**src/rtl/pipe_ctrl_if.sv**
```systemverilog
// ============================================================================
// pipe_ctrl_if : stall-request / redirect bundle between pipeline and pipe_ctrl
// Rev 1.0
// ============================================================================
`default_nettype none

interface pipe_ctrl_if;
  logic        stallreq_if;
  logic        stallreq_id;
  logic        stallreq_ex;
  logic        stallreq_mem;
  logic        excp_req;
  logic [31:0] excp_vec;
  logic        eret_req;
  logic [31:0] epc;
  logic [5:0]  stall;
  logic        flush;
  logic [31:0] new_pc;
  logic        new_pc_valid;
  logic        busy;
  logic        timeout_err;

  modport master (
    output stallreq_if, stallreq_id, stallreq_ex, stallreq_mem,
    output excp_req, excp_vec, eret_req, epc,
    input  stall, flush, new_pc, new_pc_valid, busy, timeout_err
  );

  modport slave (
    input  stallreq_if, stallreq_id, stallreq_ex, stallreq_mem,
    input  excp_req, excp_vec, eret_req, epc,
    output stall, flush, new_pc, new_pc_valid, busy, timeout_err
  );
endinterface

`default_nettype wire

```
**src/rtl/pipe_ctrl.sv**
```systemverilog
// ============================================================================
// pipe_ctrl : stall vector + exception/ERET freeze/flush/redirect sequencer.
// Optional stall watchdog: define PIPE_STALL_WDOG_EN.   Rev 1.0
// ============================================================================
`default_nettype none

module pipe_ctrl #(
  parameter int STALL_TIMEOUT = 255
) (
  input  wire logic   clk,
  input  wire logic   rst,
  pipe_ctrl_if.slave  bus
);

  typedef enum logic [1:0] {
    RUN    = 2'd0,
    FREEZE = 2'd1,
    FLUSH  = 2'd2
  } state_t;

  localparam logic [5:0] C_STALL_ALL = 6'b111111;

  if (STALL_TIMEOUT < 1 || STALL_TIMEOUT > 65535) begin : g_timeout_range
    $error("pipe_ctrl: STALL_TIMEOUT out of range 1..65535");
  end

  state_t      r_state;
  state_t      w_next;
  logic [5:0]  w_stall;
  logic        w_accept;
  logic [31:0] w_target;
  logic [31:0] r_target;
  logic        r_flush;
  logic [31:0] r_new_pc;
  logic        r_new_pc_valid;
  logic        r_busy;

  always_comb begin
    w_next   = r_state;
    w_stall  = 6'b000000;
    w_accept = 1'b0;
    w_target = r_target;
    case (r_state)
      RUN: begin
        if (bus.excp_req || bus.eret_req) begin
          // Freeze every stage on the acceptance cycle so nothing commits.
          w_accept = 1'b1;
          w_stall  = C_STALL_ALL;
          w_target = bus.excp_req ? bus.excp_vec : bus.epc;
          w_next   = FREEZE;
        end else if (bus.stallreq_mem) begin
          w_stall = 6'b011111;
        end else if (bus.stallreq_ex) begin
          w_stall = 6'b001111;
        end else if (bus.stallreq_id) begin
          w_stall = 6'b000111;
        end else if (bus.stallreq_if) begin
          w_stall = 6'b000011;
        end
      end
      FREEZE: begin
        w_stall = C_STALL_ALL;
        w_next  = FLUSH;
      end
      FLUSH: begin
        w_next = RUN;
      end
      default: begin
        w_next = RUN;
      end
    endcase
  end

  always_ff @(posedge clk or negedge rst) begin
    if (!rst) begin
      r_state        <= RUN;
      r_target       <= 32'd0;
      r_flush        <= 1'b0;
      r_new_pc       <= 32'd0;
      r_new_pc_valid <= 1'b0;
      r_busy         <= 1'b0;
    end else begin
      r_state        <= w_next;
      r_target       <= w_target;
      r_flush        <= (w_next == FLUSH);
      r_new_pc_valid <= (w_next == FLUSH);
      r_busy         <= (w_next != RUN);
      if (w_next == FLUSH) begin
        r_new_pc <= r_target;
      end
    end
  end

  assign bus.stall        = w_stall;
  assign bus.flush        = r_flush;
  assign bus.new_pc       = r_new_pc;
  assign bus.new_pc_valid = r_new_pc_valid;
  assign bus.busy         = r_busy;

`ifdef PIPE_STALL_WDOG_EN
  localparam logic [15:0] C_TIMEOUT = 16'(STALL_TIMEOUT);

  logic [15:0] r_wdog_cnt;
  logic [15:0] w_wdog_next;
  logic        r_timeout;

  always_comb begin
    w_wdog_next = r_wdog_cnt;
    if (w_accept || w_stall == 6'b000000) begin
      w_wdog_next = 16'd0;
    end else if (r_state == RUN && r_wdog_cnt != C_TIMEOUT) begin
      w_wdog_next = r_wdog_cnt + 16'd1;
    end
  end

  always_ff @(posedge clk or negedge rst) begin
    if (!rst) begin
      r_wdog_cnt <= 16'd0;
      r_timeout  <= 1'b0;
    end else begin
      r_wdog_cnt <= w_wdog_next;
      r_timeout  <= r_timeout | (w_wdog_next == C_TIMEOUT);
    end
  end

  assign bus.timeout_err = r_timeout;
`else
  assign bus.timeout_err = 1'b0;
`endif

endmodule

`default_nettype wire

```
**src/flat_wrapper.sv**
```systemverilog
// flat-port wrapper written by rule: the top's interface ports become plain ports
module pipe_ctrl_flat 
#(
  parameter int STALL_TIMEOUT = 255
)
  (clk, rst, bus_stallreq_if, bus_stallreq_id, bus_stallreq_ex, bus_stallreq_mem, bus_excp_req, bus_excp_vec, bus_eret_req, bus_epc, bus_stall, bus_flush, bus_new_pc, bus_new_pc_valid, bus_busy, bus_timeout_err);
  pipe_ctrl_if bus_i ();
  input  wire logic clk;
  input  wire logic rst;
  input wire logic [$bits(bus_i.stallreq_if)-1:0] bus_stallreq_if;
  input wire logic [$bits(bus_i.stallreq_id)-1:0] bus_stallreq_id;
  input wire logic [$bits(bus_i.stallreq_ex)-1:0] bus_stallreq_ex;
  input wire logic [$bits(bus_i.stallreq_mem)-1:0] bus_stallreq_mem;
  input wire logic [$bits(bus_i.excp_req)-1:0] bus_excp_req;
  input wire logic [$bits(bus_i.excp_vec)-1:0] bus_excp_vec;
  input wire logic [$bits(bus_i.eret_req)-1:0] bus_eret_req;
  input wire logic [$bits(bus_i.epc)-1:0] bus_epc;
  output wire logic [$bits(bus_i.stall)-1:0] bus_stall;
  output wire logic [$bits(bus_i.flush)-1:0] bus_flush;
  output wire logic [$bits(bus_i.new_pc)-1:0] bus_new_pc;
  output wire logic [$bits(bus_i.new_pc_valid)-1:0] bus_new_pc_valid;
  output wire logic [$bits(bus_i.busy)-1:0] bus_busy;
  output wire logic [$bits(bus_i.timeout_err)-1:0] bus_timeout_err;
  assign bus_i.stallreq_if = bus_stallreq_if;
  assign bus_i.stallreq_id = bus_stallreq_id;
  assign bus_i.stallreq_ex = bus_stallreq_ex;
  assign bus_i.stallreq_mem = bus_stallreq_mem;
  assign bus_i.excp_req = bus_excp_req;
  assign bus_i.excp_vec = bus_excp_vec;
  assign bus_i.eret_req = bus_eret_req;
  assign bus_i.epc = bus_epc;
  assign bus_stall = bus_i.stall;
  assign bus_flush = bus_i.flush;
  assign bus_new_pc = bus_i.new_pc;
  assign bus_new_pc_valid = bus_i.new_pc_valid;
  assign bus_busy = bus_i.busy;
  assign bus_timeout_err = bus_i.timeout_err;
  pipe_ctrl #(.STALL_TIMEOUT(STALL_TIMEOUT)) u_core (.clk(clk), .rst(rst), .bus(bus_i));
endmodule
```
**config.mk**
```make
export PLATFORM = sky130hd
export DESIGN_NAME = pipe_ctrl_flat
export DESIGN_NICKNAME = d
export VERILOG_FILES = /design/src/rtl/pipe_ctrl_if.sv /design/src/rtl/pipe_ctrl.sv /design/src/flat_wrapper.sv
export SDC_FILE = /design/constraint.sdc
export NUM_CORES = 1
export LEC_CHECK = 0
export CAP_MARGIN = 10
export CORE_MARGIN = 2
export CORE_UTILIZATION = 49
export CTS_CLUSTER_SIZE = 30
export DETAILED_ROUTE_END_ITERATION = 10
export PLACE_DENSITY = 0.9
export SLEW_MARGIN = 0
export SYNTH_ARGS = -nofsm -noshare
export SYNTH_HDL_FRONTEND = slang
export SYNTH_SLANG_ARGS = --single-unit
```
**constraint.sdc**
```tcl
create_clock -name clk -period 3.6 [get_ports clk]
set_input_delay 0.72 -clock clk [delete_from_list [all_inputs] [get_ports clk]]
set_output_delay 0.72 -clock clk [all_outputs]
set_load 0.03 [all_outputs]
```
==> metrics, run 1 <==
status complete, no violations; leading area contributor after synthesis dfrtp_1; DRC errors left 0; WL final 6380 µm; setup violators final 0; number of synthesized register bits 67; TritonCTS clock tree built; Worst VDD drop 0.691 mV; worst skew pair latency 330 ps; dpl hpwl 4710 µm; share of layout cells above drive strength 1 29.9%; P_leak 2.02 nW; GP Congestion 0.745; Fmax achieved 325 MHz; Clock Path Buffers 2; GRT Util Overall 18.8%; syn_nets 266; post_cts resized 0; most frequent cell after synthesis dfrtp_1; Num Clock Sinks 67; total internal power 0.00256 W; DR WL/cell 16.4 µm; reg2reg setup slack 1760 ps; final setup TNS 0 ps; R2R depth 2; crit-path max FO 4; Final ANT Viol Nets 0; DR vias/cell 5.04; pwr/cell area 887 nW/µm²; largest net degree at the start of global routing 34; Cell Rows 29; clock power share 15.9%; cts-stage hold buffer count 0; Async SR Flop Fraction 100%; Final Slew Violations 0; Mapped Avg Cell Area 16.6 µm²; CTS root buf clkbuf_8; Post-synth EDFFs 0; post-synth cell types 15; WP data required 2880 ps; part of the power in registers 34.2%; first-pass GRT wire length 10700 µm; Post-synth top cells 67 x dfrtp_1, 57 x mux2_4, 29 x mux2_1; top cells by area, synth dfrtp_1 52%, mux2_4 27%, mux2_1 10%, buf_6 3.8%, mux2_2 3.5%; CP Launch Type input pin; number of antenna repair diodes 0; count of max-cap constraint violations 0; sequential fraction of the synthesis area 52.0%; iteration count of the initial detailed-routing pass 3; die width 85.2 µm; routed vias 1955; crit path kind in2out; Sw Ratio 36.2%; clk_skew 10.9 ps; Reg-to-Reg End u_core.bus.new_pc[20]; Final Hold Vio Count 0; PortBufs 112; unrepaired setup endpoints after global routing no; Area growth, synth to finish 40.4%; post-CTS setup repair buffer count 0; yosys warns 0; CTS buffer count 9; H-tree depth 3; die area 7250 µm²; ys flop type dfrtp_1; initial antenna violation count 0; dpl cells 372; Worst-path clk slew 70 ps; top-area cell type share of the netlist area 52.0%; Slew headroom 35.7%; Detailed Route Iter0 Violations 88; grt ovf 0; Core ar. 6350 µm²; Gate Count Post-Synth 194; Ports 114; die height 85.2 µm; Worst EP arrival 2360 ps; reg2reg start u_core.bus.new_pc_valid; Crit. Startpoint bus_eret_req; synthesized cell area 3230 µm²; combinational share of power 49.9%; worst-margin pin slew 963 ps; Final period util 85.5%; CP Capture Type output pin; NetSw 0.00145 W; worst hold path class in2async; Initial Util 50.8%; vias in the first global route 2164; min cycle time layout 3080 ps; Post-Layout Cell Count 388; NumNets Final 378
-- worst max-delay path: stages --
cell and delay, ps:
clkdlybuf4s50_1 520, nor4_4 350, a21oi_1 160, clkdlybuf4s50_1 620
-- how the worst max path moves through the flow --
stage,cells past startpoint,slack [ps],to
2_1_floorplan,5,1000,bus_stall[1]
4_1_cts,4,520,bus_stall[1]
3_3_place_gp,4,600,bus_stall[1]
3_5_place_dp,4,530,bus_stall[1]
6_report,4,520,bus_stall[1]
5_1_grt,4,440,bus_stall[0]
-- layer usage --
layer  track usage, %  vias to the layer above  part of all wire (%)  wire [µm]
li1                 -                      908                     -          -
met1             22.7                      969                    40       2560
met4             6.49                        0                   1.1         67
met3             4.38                        5                   6.5        417
met2             33.2                       73                    52       3330
met5                0                        -                     0          0
-- logic make-up (layout without fill, tap and decap cells) --
| kind of cell | count (synthesis) | in the layout | share of synthesized area, % |
|---|---|---|---|
| compound gates | 4 | 4 | 0.969 |
| flops | 67 | 67 | 52.0 |
| other cells | 1 | 1 | 0.116 |
| mux | 96 | 96 | 40.1 |
| simple gates | 9 | 9 | 1.82 |
| buf+inv | 17 | 134 | 5.00 |
-- sequential cells by signal (all words and copies together), names as in the netlist --
signal,count
u_core.bus.new_pc,32
u_core.r_target,32
u_core.r_state,1
u_core.bus.busy,1
u_core.bus.new_pc_valid,1
-- layout make-up --
cell class                      instances  area, µm²
Sequential cell                        67       1680
Multi-Input combinational cell        110       1400
Inverter                                2       7.51
Clock inverter                          5       61.3
Tap cell                               77       96.3
Clock buffer                           11        151
Timing Repair Buffer                  116       1140
Fill cell                             421       1820
-- cell usage in the layout (no fill, tap or decap) --
| cell type | count |
|---|---|
| a21oi_1 | 3 |
| nor2_2 | 1 |
| mux2_2 | 10 |
| clkdlybuf4s50_1 | 110 |
| inv_1 | 2 |
| clkinv_4 | 1 |
| dfrtp_1 | 67 |
| nor3_1 | 2 |
| buf_4 | 4 |
| bufinv_16 | 1 |
| clkbuf_8 | 11 |
| conb_1 | 1 |
| nor2b_4 | 1 |
| mux2_4 | 57 |
| nor4_4 | 1 |
| buf_2 | 2 |
| mux2_1 | 29 |
| clkinvlp_4 | 3 |
| o21ai_4 | 1 |
| nor2_1 | 4 |
-- per-stage QoR --
stage / setup WS [ps] / hold WS, ps / power (W) / utilization (%) / cell area, µm²
4_1_cts: 524 / 309 / 0.00406 / 71.3 / 4530
2_1_floorplan: 999 / 424 / 0.00275 / - / 3230
6_report: 521 / 305 / 0.00402 / 71.3 / 4530
5_1_grt: 443 / 315 / 0.00424 / 71.3 / 4530
3_5_place_dp: 529 / 475 / 0.00341 / 68.0 / 4320
3_3_place_gp: 604 / 466 / 0.00334 / 68.0 / 4320
-- power by group through the flow --
stage / Clock [W] / Combinational, W / Sequential [W]
finish: 0.000639 / 0.00200 / 0.00137
global route: 0.000687 / 0.00212 / 0.00143
CTS: 0.000652 / 0.00203 / 0.00138
detailed placement: 0 / 0.00203 / 0.00139
global placement: 0 / 0.00198 / 0.00136
floorplan: 0 / 0.00103 / 0.00172
Power figures use the tool's default switching activity.
==> run 2, diff against run 1 <==
--- a/config.mk
+++ b/config.mk
@@ -6,10 +6,11 @@
 export NUM_CORES = 1
 export LEC_CHECK = 0
 export CAP_MARGIN = 10
-export CORE_MARGIN = 2
+export CORE_ASPECT_RATIO = 0.8
 export CORE_UTILIZATION = 49
 export CTS_CLUSTER_SIZE = 30
 export DETAILED_ROUTE_END_ITERATION = 10
+export GPL_ROUTABILITY_DRIVEN = 0
 export PLACE_DENSITY = 0.9
 export SLEW_MARGIN = 0
 export SYNTH_ARGS = -nofsm -noshare
==> metrics, run 2 (synthesized netlist as in run 1, its figures left out) <==
status complete, no violations; P_leak 2.02 nW; die height 74.6 µm; Detailed Route Iter0 Violations 72; CTS buffer count 9; NumNets Final 378; final setup TNS 0 ps; crit-path max FO 4; routed vias 1947; DR vias/cell 4.94; initial antenna violation count 0; vias in the first global route 2054; CP Capture Type output pin; worst-margin pin slew 973 ps; Cell Rows 26; reg2reg setup slack 1740 ps; CP Launch Type input pin; post-route cell area 4520 µm²; largest net degree at the start of global routing 42; CTS root buf clkbuf_8; post_cts resized 0; most frequent cells in the layout 110 x clkdlybuf4s50_1, 67 x dfrtp_1, 57 x mux2_4; WP data required 2880 ps; setup violators final 0; hold path start u_core.bus.new_pc[21]; cts-stage hold buffer count 0; dpl hpwl 4640 µm; Hold Crit Depth 1; Area growth, synth to finish 40.1%; dpl cell area 4330 µm²; Clock Path Buffers 2; Final ANT Viol Nets 0; die area 6920 µm²; WL final 6270 µm; first-pass GRT wire length 10100 µm; TritonCTS clock tree built; reg2reg start u_core.bus.new_pc_valid; Final period util 85.1%; multi-input logic area 1400 µm²; R2R depth 2; die width 92.7 µm; GRT Util Overall 20.1%; number of antenna repair diodes 0; Final Slew Violations 0; Final Hold Vio Count 0; post-CTS setup repair buffer count 0; Slew headroom 35.0%; H-tree depth 3; pwr/cell area 885 nW/µm²; count of max-cap constraint violations 0; min cycle time layout 3060 ps; grt ovf 0; Initial Util 50.6%; Hold Path Sink u_core.bus.new_pc[21]; iteration count of the initial detailed-routing pass 6; worst hold path class reg2reg; clk_skew 6.45 ps; register area 1680 µm²; PortBufs 112; crit path kind in2out; Fill cells 431; Ports 114; commonest non-fill, non-tap cell in the layout clkdlybuf4s50_1; Worst EP arrival 2340 ps; worst skew pair latency 330 ps; share of layout cells above drive strength 1 29.0%; Fmax achieved 327 MHz; Worst VDD drop 0.416 mV; Reg-to-Reg End u_core.bus.new_pc[18]; DR WL/cell 15.9 µm; Worst-path clk slew 60 ps; Total Power 0.00400 W; unrepaired setup endpoints after global routing no; DRC errors left 0; Num Clock Sinks 67; Core ar. 6380 µm²
==> run 2: changes by cell type in the layout (fill, tap and decap cells not counted), sizes merged <==
cell | previous run | this run
clkinvlp | 3 | 0
clkbuf | 11 | 13
==> run 2: cell type report <==
| type | count | area share, % |
|---|---|---|
| Sequential cell | 67 | 37.1 |
| Inverter | 2 | 0.166 |
| Timing Repair Buffer | 116 | 25.2 |
| Tap cell | 84 | 2.32 |
| Clock buffer | 13 | 3.52 |
| Clock inverter | 2 | 0.775 |
| Multi-Input combinational cell | 110 | 30.9 |
==> run 2: metrics by stage <==
step	hold WS, ps	utilization (%)	setup WS (ps)	std cells
global route	491	70.9	499	394
finish	481	70.9	538	394
global placement	467	67.9	608	379
floorplan	424	-	999	194
detailed placement	474	67.9	545	379
CTS	488	70.9	535	394
==> run 2: how the worst max path moves through the flow <==
stage	from	end	cells after the start
2_1_floorplan	bus_excp_req	bus_stall[1]	5
3_3_place_gp	bus_eret_req	bus_stall[0]	4
3_5_place_dp	bus_eret_req	bus_stall[0]	4
4_1_cts	bus_eret_req	bus_stall[0]	4
5_1_grt	bus_eret_req	bus_stall[0]	4
6_report	bus_eret_req	bus_stall[0]	4
==> run 2: power by group <==
group	internal, W	switching (W)
clock	0.000353	0.000250
combinational	0.00106	0.000963
sequential	0.00115	0.000226
==> run 2: metal layers <==
| metal | global-route usage (%) | up-vias | part of all wire, % |
|---|---|---|---|
| met5 | 0 | - | 0 |
| met2 | 35.8 | 71 | 51 |
| li1 | - | 903 | - |
| met3 | 7.87 | 9 | 6.6 |
| met4 | 6.50 | 0 | 1.1 |
| met1 | 22.6 | 964 | 41 |
==> run 2: critical path: stages <==
cell and delay, ps:
clkdlybuf4s50_1 600, nor4_4 90, a21oi_1 210, clkdlybuf4s50_1 720
